[config.mk]
export PLATFORM = sky130hd
export DESIGN_NAME = dallanma_cozucu_flat
export DESIGN_NICKNAME = d
export VERILOG_FILES = /design/src/rtl/dallanma_cozucu_if.sv /design/src/rtl/dallanma_cozucu.sv /design/src/flat_wrapper.sv
export SDC_FILE = /design/constraint.sdc
export NUM_CORES = 1
export LEC_CHECK = 0
export ABC_AREA = 1
export CAP_MARGIN = 20
export CORE_MARGIN = 8
export CORE_UTILIZATION = 53
export DETAILED_ROUTE_END_ITERATION = 10
export GPL_ROUTABILITY_DRIVEN = 1
export GPL_TIMING_DRIVEN = 0
export PLACE_DENSITY = 0.89
export SYNTH_ARGS = -nofsm -noshare
export SYNTH_HDL_FRONTEND = slang
export SYNTH_SLANG_ARGS = --single-unit
export TNS_END_PERCENT = 10
[constraint.sdc]
create_clock -name clk_i -period 2.12 [get_ports clk_i]
set_input_delay 0.212 -clock clk_i [delete_from_list [all_inputs] [get_ports clk_i]]
set_output_delay 0.212 -clock clk_i [all_outputs]
set_load 0.1 [all_outputs]
[src/rtl/dallanma_cozucu_if.sv]
// Bus between the branch resolver and its neighbours: operation input,
// predictor update, fetch redirect, link result and the statistics counters.
interface dallanma_cozucu_if #(
  parameter int PS_BIT = 32
);
  // Operation from the issue stage
  logic              islem_gecerli_i;
  logic              islem_hazir_o;
  logic [3:0]        islem_tur_i;
  logic [PS_BIT-1:0] islem_ps_i;
  logic [PS_BIT-1:0] islem_rs1_i;
  logic [PS_BIT-1:0] islem_rs2_i;
  logic [PS_BIT-1:0] islem_imm_i;
  logic              islem_sikistirilmis_i;
  logic              islem_ongoru_atladi_i;
  logic [PS_BIT-1:0] islem_ongoru_adres_i;

  // Predictor update
  logic              yurut_guncelle_o;
  logic              yurut_atladi_o;
  logic              yurut_hatali_tahmin_o;
  logic [PS_BIT-1:0] yurut_ps_o;
  logic [PS_BIT-1:0] yurut_atlanan_adres_o;

  // Fetch redirect
  logic              ps_yonlendir_o;
  logic [PS_BIT-1:0] ps_yonlendir_adres_o;

  // Link result towards write-back
  logic              sonuc_gecerli_o;
  logic              sonuc_hazir_i;
  logic [PS_BIT-1:0] sonuc_deger_o;

  // Resolution statistics
  logic [31:0]       dogru_sayac_o;
  logic [31:0]       yanlis_sayac_o;

  // Resolver side
  modport slave (
    input  islem_gecerli_i, islem_tur_i, islem_ps_i, islem_rs1_i, islem_rs2_i,
           islem_imm_i, islem_sikistirilmis_i, islem_ongoru_atladi_i,
           islem_ongoru_adres_i, sonuc_hazir_i,
    output islem_hazir_o, yurut_guncelle_o, yurut_atladi_o, yurut_hatali_tahmin_o,
           yurut_ps_o, yurut_atlanan_adres_o, ps_yonlendir_o, ps_yonlendir_adres_o,
           sonuc_gecerli_o, sonuc_deger_o, dogru_sayac_o, yanlis_sayac_o
  );

  // Pipeline / driver side
  modport master (
    output islem_gecerli_i, islem_tur_i, islem_ps_i, islem_rs1_i, islem_rs2_i,
           islem_imm_i, islem_sikistirilmis_i, islem_ongoru_atladi_i,
           islem_ongoru_adres_i, sonuc_hazir_i,
    input  islem_hazir_o, yurut_guncelle_o, yurut_atladi_o, yurut_hatali_tahmin_o,
           yurut_ps_o, yurut_atlanan_adres_o, ps_yonlendir_o, ps_yonlendir_adres_o,
           sonuc_gecerli_o, sonuc_deger_o, dogru_sayac_o, yanlis_sayac_o
  );
endinterface

[src/rtl/dallanma_cozucu.sv]
// Branch resolver: evaluates the branch condition and target of one operation
// per accept, reports the outcome to the predictor, redirects fetch on a
// misprediction (followed by one flush cycle) and returns the link value.
module dallanma_cozucu #(
  parameter int PS_BIT = 32
) (
  input logic               clk_i,
  input logic               rstn_i,
  dallanma_cozucu_if.slave  bus
);

  typedef enum logic [3:0] {
    TUR_BEQ  = 4'd0,
    TUR_BNE  = 4'd1,
    TUR_BLT  = 4'd2,
    TUR_BGE  = 4'd3,
    TUR_BLTU = 4'd4,
    TUR_BGEU = 4'd5,
    TUR_JAL  = 4'd6,
    TUR_JALR = 4'd7
  } tur_e;

  // NORMAL accepts operations; TEMIZLE is the single flush cycle after a redirect
  typedef enum logic {
    DURUM_NORMAL  = 1'b0,
    DURUM_TEMIZLE = 1'b1
  } durum_e;

  localparam logic [PS_BIT-1:0] ADIM_TAM   = PS_BIT'(4);
  localparam logic [PS_BIT-1:0] ADIM_YARIM = PS_BIT'(2);
  localparam logic [PS_BIT-1:0] BIT0_MASKE = ~PS_BIT'(1);
  localparam logic [31:0]       SAYAC_MAX  = 32'hFFFF_FFFF;

  // ---------------------------------------------------------------------------
  // State
  // ---------------------------------------------------------------------------
  durum_e            durum_q, durum_d;
  logic              yurut_guncelle_q, yurut_guncelle_d;
  logic              yurut_atladi_q, yurut_atladi_d;
  logic              yurut_hatali_q, yurut_hatali_d;
  logic [PS_BIT-1:0] yurut_ps_q, yurut_ps_d;
  logic [PS_BIT-1:0] yurut_adres_q, yurut_adres_d;
  logic              ps_yonlendir_q, ps_yonlendir_d;
  logic [PS_BIT-1:0] ps_yonlendir_adres_q, ps_yonlendir_adres_d;
  logic              sonuc_gecerli_q, sonuc_gecerli_d;
  logic [PS_BIT-1:0] sonuc_deger_q, sonuc_deger_d;
  logic [31:0]       dogru_sayac_q, dogru_sayac_d;
  logic [31:0]       yanlis_sayac_q, yanlis_sayac_d;

  // ---------------------------------------------------------------------------
  // Decode / evaluate
  // ---------------------------------------------------------------------------
  logic              islem_hazir;
  logic              kabul;
  logic              dal_mi;
  logic              esit, kucuk_isaretli, kucuk_isaretsiz;
  logic              atladi_c;
  logic              hatali_c;
  logic [PS_BIT-1:0] hedef_c;
  logic [PS_BIT-1:0] duz_c;
  logic [PS_BIT-1:0] bag_c;

  // Ready only in NORMAL with room in the result slot; forced low under reset
  // so that every output reads 0 while rstn_i is asserted.
  assign islem_hazir = rstn_i && (durum_q == DURUM_NORMAL) &&
                       (!sonuc_gecerli_q || bus.sonuc_hazir_i);
  assign kabul       = bus.islem_gecerli_i && islem_hazir;

  // Condition, target, fall-through and misprediction of the offered operation
  // NOTE: every variable assigned in an always_comb gets a default first, so no
  // path through the case statement can leave it unassigned and infer a latch.
  always_comb begin
    dal_mi          = ~bus.islem_tur_i[3];
    esit            = (bus.islem_rs1_i == bus.islem_rs2_i);
    kucuk_isaretli  = ($signed(bus.islem_rs1_i) < $signed(bus.islem_rs2_i));
    kucuk_isaretsiz = (bus.islem_rs1_i < bus.islem_rs2_i);

    atladi_c = 1'b0;
    case (bus.islem_tur_i)
      TUR_BEQ:  atladi_c = esit;
      TUR_BNE:  atladi_c = !esit;
      TUR_BLT:  atladi_c = kucuk_isaretli;
      TUR_BGE:  atladi_c = !kucuk_isaretli;
      TUR_BLTU: atladi_c = kucuk_isaretsiz;
      TUR_BGEU: atladi_c = !kucuk_isaretsiz;
      TUR_JAL:  atladi_c = 1'b1;
      TUR_JALR: atladi_c = 1'b1;
      default:  atladi_c = 1'b0;
    endcase

    if (bus.islem_tur_i == TUR_JALR) begin
      hedef_c = (bus.islem_rs1_i + bus.islem_imm_i) & BIT0_MASKE;
    end else begin
      hedef_c = bus.islem_ps_i + bus.islem_imm_i;
    end

    duz_c = bus.islem_ps_i + (bus.islem_sikistirilmis_i ? ADIM_YARIM : ADIM_TAM);

    if ((bus.islem_tur_i == TUR_JAL) || (bus.islem_tur_i == TUR_JALR)) begin
      bag_c = duz_c;
    end else begin
      bag_c = '0;
    end

    // Wrong direction, or right direction but wrong predicted target
    hatali_c = dal_mi &&
               ((atladi_c != bus.islem_ongoru_atladi_i) ||
                (atladi_c && bus.islem_ongoru_atladi_i &&
                 (bus.islem_ongoru_adres_i != hedef_c)));
  end

  // Next-state of the FSM, the registered outputs and the counters
  always_comb begin
    durum_d              = durum_q;
    yurut_guncelle_d     = 1'b0;
    yurut_atladi_d       = yurut_atladi_q;
    yurut_hatali_d       = yurut_hatali_q;
    yurut_ps_d           = yurut_ps_q;
    yurut_adres_d        = yurut_adres_q;
    ps_yonlendir_d       = 1'b0;
    ps_yonlendir_adres_d = ps_yonlendir_adres_q;
    sonuc_gecerli_d      = sonuc_gecerli_q;
    sonuc_deger_d        = sonuc_deger_q;
    dogru_sayac_d        = dogru_sayac_q;
    yanlis_sayac_d       = yanlis_sayac_q;

    // The flush cycle lasts exactly one clock regardless of inputs
    if (durum_q == DURUM_TEMIZLE) begin
      durum_d = DURUM_NORMAL;
    end

    // Drain the result slot; a new accept on the same edge reloads it below
    if (bus.sonuc_hazir_i) begin
      sonuc_gecerli_d = 1'b0;
    end

    if (kabul) begin
      sonuc_gecerli_d = 1'b1;
      sonuc_deger_d   = bag_c;

      if (dal_mi) begin
        yurut_guncelle_d = 1'b1;
        yurut_atladi_d   = atladi_c;
        yurut_hatali_d   = hatali_c;
        yurut_ps_d       = bus.islem_ps_i;
        yurut_adres_d    = hedef_c;

        if (hatali_c) begin
          durum_d              = DURUM_TEMIZLE;
          ps_yonlendir_d       = 1'b1;
          ps_yonlendir_adres_d = atladi_c ? hedef_c : duz_c;
          if (yanlis_sayac_q != SAYAC_MAX) begin
            yanlis_sayac_d = yanlis_sayac_q + 32'd1;
          end
        end else if (dogru_sayac_q != SAYAC_MAX) begin
          dogru_sayac_d = dogru_sayac_q + 32'd1;
        end
      end
    end
  end

  // Register every piece of state; reset clears it all and returns to NORMAL
  // NOTE: sequential state uses non-blocking assignments only, so every flop
  // samples the values from before the edge no matter the statement order.
  always_ff @(posedge clk_i or negedge rstn_i) begin
    if (!rstn_i) begin
      durum_q              <= DURUM_NORMAL;
      yurut_guncelle_q     <= 1'b0;
      yurut_atladi_q       <= 1'b0;
      yurut_hatali_q       <= 1'b0;
      yurut_ps_q           <= '0;
      yurut_adres_q        <= '0;
      ps_yonlendir_q       <= 1'b0;
      ps_yonlendir_adres_q <= '0;
      sonuc_gecerli_q      <= 1'b0;
      sonuc_deger_q        <= '0;
      dogru_sayac_q        <= '0;
      yanlis_sayac_q       <= '0;
    end else begin
      durum_q              <= durum_d;
      yurut_guncelle_q     <= yurut_guncelle_d;
      yurut_atladi_q       <= yurut_atladi_d;
      yurut_hatali_q       <= yurut_hatali_d;
      yurut_ps_q           <= yurut_ps_d;
      yurut_adres_q        <= yurut_adres_d;
      ps_yonlendir_q       <= ps_yonlendir_d;
      ps_yonlendir_adres_q <= ps_yonlendir_adres_d;
      sonuc_gecerli_q      <= sonuc_gecerli_d;
      sonuc_deger_q        <= sonuc_deger_d;
      dogru_sayac_q        <= dogru_sayac_d;
      yanlis_sayac_q       <= yanlis_sayac_d;
    end
  end

  // ---------------------------------------------------------------------------
  // Outputs
  // ---------------------------------------------------------------------------
  assign bus.islem_hazir_o         = islem_hazir;
  assign bus.yurut_guncelle_o      = yurut_guncelle_q;
  assign bus.yurut_atladi_o        = yurut_atladi_q;
  assign bus.yurut_hatali_tahmin_o = yurut_hatali_q;
  assign bus.yurut_ps_o            = yurut_ps_q;
  assign bus.yurut_atlanan_adres_o = yurut_adres_q;
  assign bus.ps_yonlendir_o        = ps_yonlendir_q;
  assign bus.ps_yonlendir_adres_o  = ps_yonlendir_adres_q;
  assign bus.sonuc_gecerli_o       = sonuc_gecerli_q;
  assign bus.sonuc_deger_o         = sonuc_deger_q;
  assign bus.dogru_sayac_o         = dogru_sayac_q;
  assign bus.yanlis_sayac_o        = yanlis_sayac_q;

endmodule
[src/flat_wrapper.sv]
// flat-port wrapper written by rule: the top's interface ports become plain ports
module dallanma_cozucu_flat 
#(
  parameter int PS_BIT = 32
)
  (clk_i, rstn_i, bus_islem_gecerli_i, bus_islem_tur_i, bus_islem_ps_i, bus_islem_rs1_i, bus_islem_rs2_i, bus_islem_imm_i, bus_islem_sikistirilmis_i, bus_islem_ongoru_atladi_i, bus_islem_ongoru_adres_i, bus_sonuc_hazir_i, bus_islem_hazir_o, bus_yurut_guncelle_o, bus_yurut_atladi_o, bus_yurut_hatali_tahmin_o, bus_yurut_ps_o, bus_yurut_atlanan_adres_o, bus_ps_yonlendir_o, bus_ps_yonlendir_adres_o, bus_sonuc_gecerli_o, bus_sonuc_deger_o, bus_dogru_sayac_o, bus_yanlis_sayac_o);
  dallanma_cozucu_if #(.PS_BIT(PS_BIT)) bus_i ();
  input logic clk_i;
  input logic rstn_i;
  input wire logic [$bits(bus_i.islem_gecerli_i)-1:0] bus_islem_gecerli_i;
  input wire logic [$bits(bus_i.islem_tur_i)-1:0] bus_islem_tur_i;
  input wire logic [$bits(bus_i.islem_ps_i)-1:0] bus_islem_ps_i;
  input wire logic [$bits(bus_i.islem_rs1_i)-1:0] bus_islem_rs1_i;
  input wire logic [$bits(bus_i.islem_rs2_i)-1:0] bus_islem_rs2_i;
  input wire logic [$bits(bus_i.islem_imm_i)-1:0] bus_islem_imm_i;
  input wire logic [$bits(bus_i.islem_sikistirilmis_i)-1:0] bus_islem_sikistirilmis_i;
  input wire logic [$bits(bus_i.islem_ongoru_atladi_i)-1:0] bus_islem_ongoru_atladi_i;
  input wire logic [$bits(bus_i.islem_ongoru_adres_i)-1:0] bus_islem_ongoru_adres_i;
  input wire logic [$bits(bus_i.sonuc_hazir_i)-1:0] bus_sonuc_hazir_i;
  output wire logic [$bits(bus_i.islem_hazir_o)-1:0] bus_islem_hazir_o;
  output wire logic [$bits(bus_i.yurut_guncelle_o)-1:0] bus_yurut_guncelle_o;
  output wire logic [$bits(bus_i.yurut_atladi_o)-1:0] bus_yurut_atladi_o;
  output wire logic [$bits(bus_i.yurut_hatali_tahmin_o)-1:0] bus_yurut_hatali_tahmin_o;
  output wire logic [$bits(bus_i.yurut_ps_o)-1:0] bus_yurut_ps_o;
  output wire logic [$bits(bus_i.yurut_atlanan_adres_o)-1:0] bus_yurut_atlanan_adres_o;
  output wire logic [$bits(bus_i.ps_yonlendir_o)-1:0] bus_ps_yonlendir_o;
  output wire logic [$bits(bus_i.ps_yonlendir_adres_o)-1:0] bus_ps_yonlendir_adres_o;
  output wire logic [$bits(bus_i.sonuc_gecerli_o)-1:0] bus_sonuc_gecerli_o;
  output wire logic [$bits(bus_i.sonuc_deger_o)-1:0] bus_sonuc_deger_o;
  output wire logic [$bits(bus_i.dogru_sayac_o)-1:0] bus_dogru_sayac_o;
  output wire logic [$bits(bus_i.yanlis_sayac_o)-1:0] bus_yanlis_sayac_o;
  assign bus_i.islem_gecerli_i = bus_islem_gecerli_i;
  assign bus_i.islem_tur_i = bus_islem_tur_i;
  assign bus_i.islem_ps_i = bus_islem_ps_i;
  assign bus_i.islem_rs1_i = bus_islem_rs1_i;
  assign bus_i.islem_rs2_i = bus_islem_rs2_i;
  assign bus_i.islem_imm_i = bus_islem_imm_i;
  assign bus_i.islem_sikistirilmis_i = bus_islem_sikistirilmis_i;
  assign bus_i.islem_ongoru_atladi_i = bus_islem_ongoru_atladi_i;
  assign bus_i.islem_ongoru_adres_i = bus_islem_ongoru_adres_i;
  assign bus_i.sonuc_hazir_i = bus_sonuc_hazir_i;
  assign bus_islem_hazir_o = bus_i.islem_hazir_o;
  assign bus_yurut_guncelle_o = bus_i.yurut_guncelle_o;
  assign bus_yurut_atladi_o = bus_i.yurut_atladi_o;
  assign bus_yurut_hatali_tahmin_o = bus_i.yurut_hatali_tahmin_o;
  assign bus_yurut_ps_o = bus_i.yurut_ps_o;
  assign bus_yurut_atlanan_adres_o = bus_i.yurut_atlanan_adres_o;
  assign bus_ps_yonlendir_o = bus_i.ps_yonlendir_o;
  assign bus_ps_yonlendir_adres_o = bus_i.ps_yonlendir_adres_o;
  assign bus_sonuc_gecerli_o = bus_i.sonuc_gecerli_o;
  assign bus_sonuc_deger_o = bus_i.sonuc_deger_o;
  assign bus_dogru_sayac_o = bus_i.dogru_sayac_o;
  assign bus_yanlis_sayac_o = bus_i.yanlis_sayac_o;
  dallanma_cozucu #(.PS_BIT(PS_BIT)) u_core (.clk_i(clk_i), .rstn_i(rstn_i), .bus(bus_i));
endmodule
## Word level (Yosys, flattened, before mapping)

Index checks and enable logic that the tools add are counted.

| operators by class | value |
|---|---|
| $add $sub $neg | 5 |
| multipliers | 0 |
| divide/modulo/power cells | 0 |
| order comparisons | 2 |
| eq/ne operators | 12 |
| shift-type cells | 0 |
| multiplexer cells | 12 |
| bitwise operators | 3 |
| reduce and logical (&&, ||, !) cells | 20 |

Operator list:

| cell | number |
|---|---|
| 32-bit adder | 3 |
| 32-bit two-way mux | 3 |
| 32-bit by 1-bit adder with 32-bit output, second input constant | 2 |
| 32-bit < comparator | 2 |
| 32-bit != test, second input constant | 2 |
| 32-bit == test | 1 |
| 32-bit != test | 1 |
| 4-bit by 3-bit == test with 1-bit output, second input constant | 4 |
| 4-bit by 2-bit == test with 1-bit output, second input constant | 2 |
| 4-bit AND reduction | 2 |
| 1-bit two-way mux | 7 |
| 1-bit one-hot mux with 7 select lines | 1 |
| 1-bit logical AND | 6 |
| 4-bit by 1-bit == test with 1-bit output, second input constant | 1 |
| 1-bit logical NOT | 4 |
| 4-bit logical NOT | 1 |
| 1-bit logical OR | 3 |
| 3-bit two-way mux | 1 |
| 1-bit inverter | 3 |
| 3-bit AND reduction | 1 |
| 2-bit AND reduction | 1 |
| 2-bit nonzero test | 1 |
| 2-bit OR reduction | 1 |
| 1-bit != test | 1 |

| storage, ports and cells | value |
|---|---|
| flip-flop bits (word level) | 197 |
| bits in latches | 0 |
| bits in writable memories | 0 |
| ROM bits | 0 |
| input bits | 170 |
| output and inout bits | 198 |
| word-level logic and storage cells | 65 |
| memories | 0 |

## Longest topological paths before layout

| depth | value |
|---|---|
| word-level depth | 10 |
| gate-level depth with buffers | 27 |
| mapped depth without buffers | 26 |

## Worst setup path before layout

No wires, ideal clock.

| timing | value |
|---|---|
| path type | flip-flop to flip-flop |
| from | register u_core.sonuc_gecerli_q, in the netlist u_core.bus.sonuc_gecerli_o |
| to | register u_core.yurut_adres_q[10], in the netlist u_core.bus.yurut_atlanan_adres_o[10] |
| library setup time | 0.138 ns |
| arrival | 3.892 ns |
| data required time | 1.982 ns |
| slack | -1.910 ns |
| cell stages (with the launch flop) | 9 |
| path buffers | 2 |
| clock period less this slack | 4.030 ns |
| cells stage by stage | dfrtp_1 > inv_1 > o21ai_0 > nor2_1 > nand2_1 > nor2_2 > clkbuf_1 > buf_1 > a31oi_1 |

| on the way | value |
|---|---|
| cells in the longest elaborated chain, start to end | 5 |

Ends and longest elaborated chain:

| element | line | text |
|---|---|---|
| start, declared | dallanma_cozucu.sv:45 | `logic sonuc_gecerli_q, sonuc_gecerli_d;` |
| start signal, assigned | dallanma_cozucu.sv:188 | `sonuc_gecerli_q <= sonuc_gecerli_d;` |
| 1-bit logical NOT | dallanma_cozucu.sv:66 | `(!sonuc_gecerli_q \|\| bus.sonuc_hazir_i);` |
| 1-bit logical OR | dallanma_cozucu.sv:66 |  |
| 1-bit logical AND | dallanma_cozucu.sv:65 | `assign islem_hazir = rstn_i && (durum_q == DURUM_NORMAL) &&` |
| net bus_islem_hazir_o | flat_wrapper.sv:20 | `output wire logic [$bits(bus_i.islem_hazir_o)-1:0] bus_islem_hazir_o;` |
| 1-bit logical AND | dallanma_cozucu.sv:67 | `assign kabul = bus.islem_gecerli_i && islem_hazir;` |
| 2-bit AND reduction (no line) | -- |  |
| end signal, assigned | dallanma_cozucu.sv:185 | `yurut_adres_q <= yurut_adres_d;` |
| end, declared | dallanma_cozucu.sv:42 | `logic [PS_BIT-1:0] yurut_adres_q, yurut_adres_d;` |

The timed path passes the listed nets, and every way through them passes these cells.
A chain may end at the register's enable or synchronous reset.

## Final worst setup path

| timing | value |
|---|---|
| from | input bus_islem_imm_i[2] |
| to | register u_core.dogru_sayac_q[5], in the netlist u_core.bus.dogru_sayac_o[5] |

| on the way | value |
|---|---|
| cells in the longest elaborated chain, start to end | 8 |
| elaborated cells between the ends (all ways) | 9 |
| those cells by class | add/sub: 2; eq/ne: 1; mux: 1; bitwise: 1; reduce/logical: 4 |

Ends and longest elaborated chain:

| element | line | text |
|---|---|---|
| start, declared | flat_wrapper.sv:15 | `input wire logic [$bits(bus_i.islem_imm_i)-1:0] bus_islem_imm_i;` |
| 32-bit adder (on tied branches) | dallanma_cozucu.sv:94, dallanma_cozucu.sv:92 |  |
| 32-bit two-way mux (*) | dallanma_cozucu.sv:91 | `if (bus.islem_tur_i == TUR_JALR) begin` |
| 32-bit != test (*) | dallanma_cozucu.sv:109 | `(bus.islem_ongoru_adres_i != hedef_c)));` |
| 1-bit logical AND (*) | dallanma_cozucu.sv:108 | `(atladi_c && bus.islem_ongoru_atladi_i &&` |
| 1-bit logical OR (*) | dallanma_cozucu.sv:107 | `((atladi_c != bus.islem_ongoru_atladi_i) \|\|` |
| 1-bit logical AND (*) | dallanma_cozucu.sv:106 | `hatali_c = dal_mi &&` |
| 1-bit inverter (no line) (*) | -- |  |
| 4-bit AND reduction (no line) (*) | -- |  |
| end signal, assigned | dallanma_cozucu.sv:190 | `dogru_sayac_q <= dogru_sayac_d;` |
| end, declared | dallanma_cozucu.sv:47 | `logic [31:0] dogru_sayac_q, dogru_sayac_d;` |

Mark *: on every way between the ends. The rest lies on a longest branch, timed or not.

==> metrics.yaml <==
power_and_ir_drop:
  p_clk_share_pct: 18.0
  power_frac_comb_pct: 55.9
  p_seq_share_pct: 26.2
  ir_drop_mv: 1.01
  power_leakage_nw: 13.0
  power.internal_mw: 8.34
  power.density_nw_per_um2: 783
  netSwitchingFraction_pct: 55.9
  power_mw: 18.9
  switching_power_mw: 10.6
hold_path:
  hold_class: "in2async"
floorplan:
  rows: 65
  ios: 368
  initial_core_util_pct: 53.6
  core-area_um2: 31500
  dieHeight_um: 194
  die_width_um: 194
  die_area_um2: 37800
synth:
  synth_cell_type_count: 46
  ys_async_sr_fraction_pct: 100
  netlist_area_um2: 16900
  synth-seq-cells: 197
  ys_seq_area_share_pct: 29.2
  synth_top_cell_by_area: "dfrtp_1"
  syn_inst: 2697
  synth_area_leaders: "dfrtp_1 (29%), nand2_1 (24%), inv_1 (8.8%)"
  ys.flop_type: "dfrtp_1"
  yosysTopAreaCellShare_pct: 29.2
  avgSynthCellArea_um2: 6.26
  syn-num-nets: 2968
  ys_warn_count: 0
  synth_edf_count: 0
sta:
  slew_viol_final: 0
  whs_ns: -0.281
  worst_pin_slew_ns: 1.12
  timing.slew.headroom_pct: 25.6
  setup_viol: 187
  worst_slack_ns: -1.13
  finalHoldViolCount: 119
  fin_skew_ns: 0.0142
  fin_crit_sh_pct: 153
  rsz0062_at_grt: "true"
  clock.fmax_ghz: 0.308
  min_period_ns: 3.25
route:
  routed-via-count: 21406
  drt_first_pass_iters: 6
  wl_um: 81700
  wl_per_cell_um: 22.9
  wl_met3_um: 9870
  vias_per_cell: 5.99
  dr_wl_met2_um: 36000
  wl_met1_um: 29000
  postRouteAntennaNets: 0
  maxUsedRoutingLayer: "met5"
  drt_iter0_drc: 2503
  drc_errors: 0
global_routing:
  track_usage_pct: 39.9
  grt_max_degree: 122
  grt_antenna_before_repair: 5
  grt_pass1_vias: 20590
  grt_pass1_wl_um: 118000
  grt_overflow: 0
finish:
  multi_input_area_um2: 12200
  area_growth_syn_to_layout_pct: 43.0
  drive_gt1_share_pct: 18.5
  seq_area_um2: 4930
  fin_nets: 3423
  fill_cells: 2376
  finalNonFillerCells: 3573
setup_path:
  start_kind: "input pin"
  crit_type: "in2reg"
  required_ns: 2.47
  crit_buf_inv: 3
  cp_slowest_cell: "ha_4"
  crit_family: "simple AND/OR/NAND/NOR gates"
  crit_path_end_kind: "flop"
  timing.critical_path.mode_cell: "nand2_1"
  r2r_setup_slack_ns: -0.72
  max_stage_delay_ns: 0.33
  cp_data_arrival_time_ns: 3.60
  cp_max_fo: 7
run_status:
  violations: "hold timing, setup timing"
  status: "finished, violations left"
clock_tree:
  clockBufferDepth: 2
  cts_root_buf: "clkbuf_16"
  clk_latency_ns: 0.48
  numCtsBuffers: 17
  cts.clk_slew.worst_paths_ns: 0.08
  cts_sinks: 197
  cts_tree: "yes"
  cts_max_level: 4
placement:
  dpl.hpwl_um: 59500
  port_buffers: 367
  place_congestion: 1.03
  place_inst: 3467
job:
  cap_violations: 0
## synth_stat cells (all sizes together), types with 31 or more instances
| cell | number |
|---|---|
| a21oi | 53 |
| ha | 98 |
| dfrtp | 197 |
| o21ai | 110 |
| inv | 400 |
| nand3 | 189 |
| buf | 31 |
| nand4 | 63 |
| xor2 | 73 |
| nor2 | 182 |
| nand2 | 1093 |
| nor3 | 56 |
## worst paths after layout
kind                                                startpoint                             endpoint  depth (start not counted)
min                                                     rstn_i        u_core.bus.yanlis_sayac_o[10]                          1
min reg2reg                u_core.bus.ps_yonlendir_adres_o[14]  u_core.bus.ps_yonlendir_adres_o[14]                          2
max                                         bus_islem_imm_i[2]          u_core.bus.dogru_sayac_o[5]                         26
min in group clk_i                           bus_islem_ps_i[1]             u_core.bus.yurut_ps_o[1]                          3
max in group asynchronous                               rstn_i            u_core.bus.yurut_ps_o[23]                          2
max reg2reg                        u_core.bus.dogru_sayac_o[7]          u_core.bus.dogru_sayac_o[5]                         11
## layout make-up
type                       instances  share of cell area, %
inverter                         400                   6.28
buffer                            60                   1.84
sequential                       197                   20.5
clock inverter                    15                  0.643
tap                              402                   2.09
timing repair buffer             436                   16.1
clock buffer                      17                   1.76
multi-input combinational       2040                   50.8
antenna                            6                 0.0622
## power groups by stage
stage,clock network (mW),logic (mW),registers (mW)
floorplan,0,2.39,9.47
global placement,0,9.80,4.95
detailed placement,0,9.95,4.95
CTS,3.35,9.92,4.88
global route,3.47,11.0,4.98
finish,3.40,10.6,4.94
## cells by family after synthesis
kind of cell | after synthesis | share of synthesized area [%]
fa+ha+maj | 101 | 7.62
xor+xnor | 96 | 4.98
simple gates | 1651 | 41.3
flops | 197 | 29.2
buf+inv | 460 | 10.8
mux | 1 | 0.0593
compound gates | 191 | 6.04
## stage by stage
step	hold WS [ns]	utilization (%)	setup WS (ns)	setup TNS, ns	cell area (um2)
finish	-0.281	76.6	-1.13	-142.46	24100
global route	-0.225	76.6	-1.29	-160.48	24100
CTS	-0.220	73.1	-1.01	-126.37	23000
detailed placement	0.380	67.2	-2.77	-371.71	21100
global placement	0.456	67.1	-8.78	-3094.55	21100
floorplan	-0.0836	-	-0.860	-113.30	16900
## cells in the final DEF, fill, tap and decap left out, types with 12 or more instances in the layout
master,instances
clkbuf_2,55
nor2_4,18
clkbuf_16,21
nand2_1,969
inv_2,26
ha_4,79
inv_1,370
dfrtp_1,195
a21oi_1,45
nor2_1,137
nand3_2,37
nand4_1,63
nand3_4,12
xnor2_1,21
nor2_2,27
nand2_2,113
nand3_1,140
buf_6,21
dlymetal6s2s_1,21
nand3b_1,26
nor4_1,19
o21ai_1,12
dlygate4sd2_1,232
buf_4,62
clkbuf_1,19
ha_1,19
o21ai_0,90
a31oi_1,13
xor2_1,70
nor3_1,49
clkdlybuf4s50_1,46
## registers in the layout, summed over array words and instances, names as in the netlist
signal / count
u_core.bus.yanlis_sayac_o: 32
u_core.bus.yurut_ps_o: 32
u_core.bus.yurut_hatali_tahmin_o: 1
u_core.bus.sonuc_gecerli_o: 1
u_core.durum_q: 1
u_core.bus.yurut_atlanan_adres_o: 32
u_core.bus.ps_yonlendir_adres_o: 32
u_core.bus.sonuc_deger_o: 32
u_core.bus.yurut_atladi_o: 1
u_core.bus.dogru_sayac_o: 32
u_core.bus.yurut_guncelle_o: 1
## routing by layer
metal | up-vias | GRT usage (%)
li1 | 9403 | -
met1 | 9835 | 46.5
met2 | 1674 | 64.5
met3 | 492 | 11.1
met4 | 2 | 25.2
met5 | - | 0
## worst register-to-register path: stages (launching register included)
cell and delay, ns:
dfrtp_1 0.47, nand2_1 0.14, nor3_1 0.36, nand2_1 0.13, nor3_2 0.33, inv_1 0.12, nor2_1 0.11, nand4_1 0.42
nand3_4 0.39, buf_6 0.18, nand2_2 0.05, nand2_1 0.07
## repair_timing
action                                  4_1_cts  5_1_grt
buffers inserted                             26       33
pin swaps                                    59       97
endpoints found under the setup margin      389      192
gates cloned                                  3        4
endpoints found under the hold margin       119      119
resized for setup                           608      342
No activity file was read; power rests on OpenSTA's default activity.
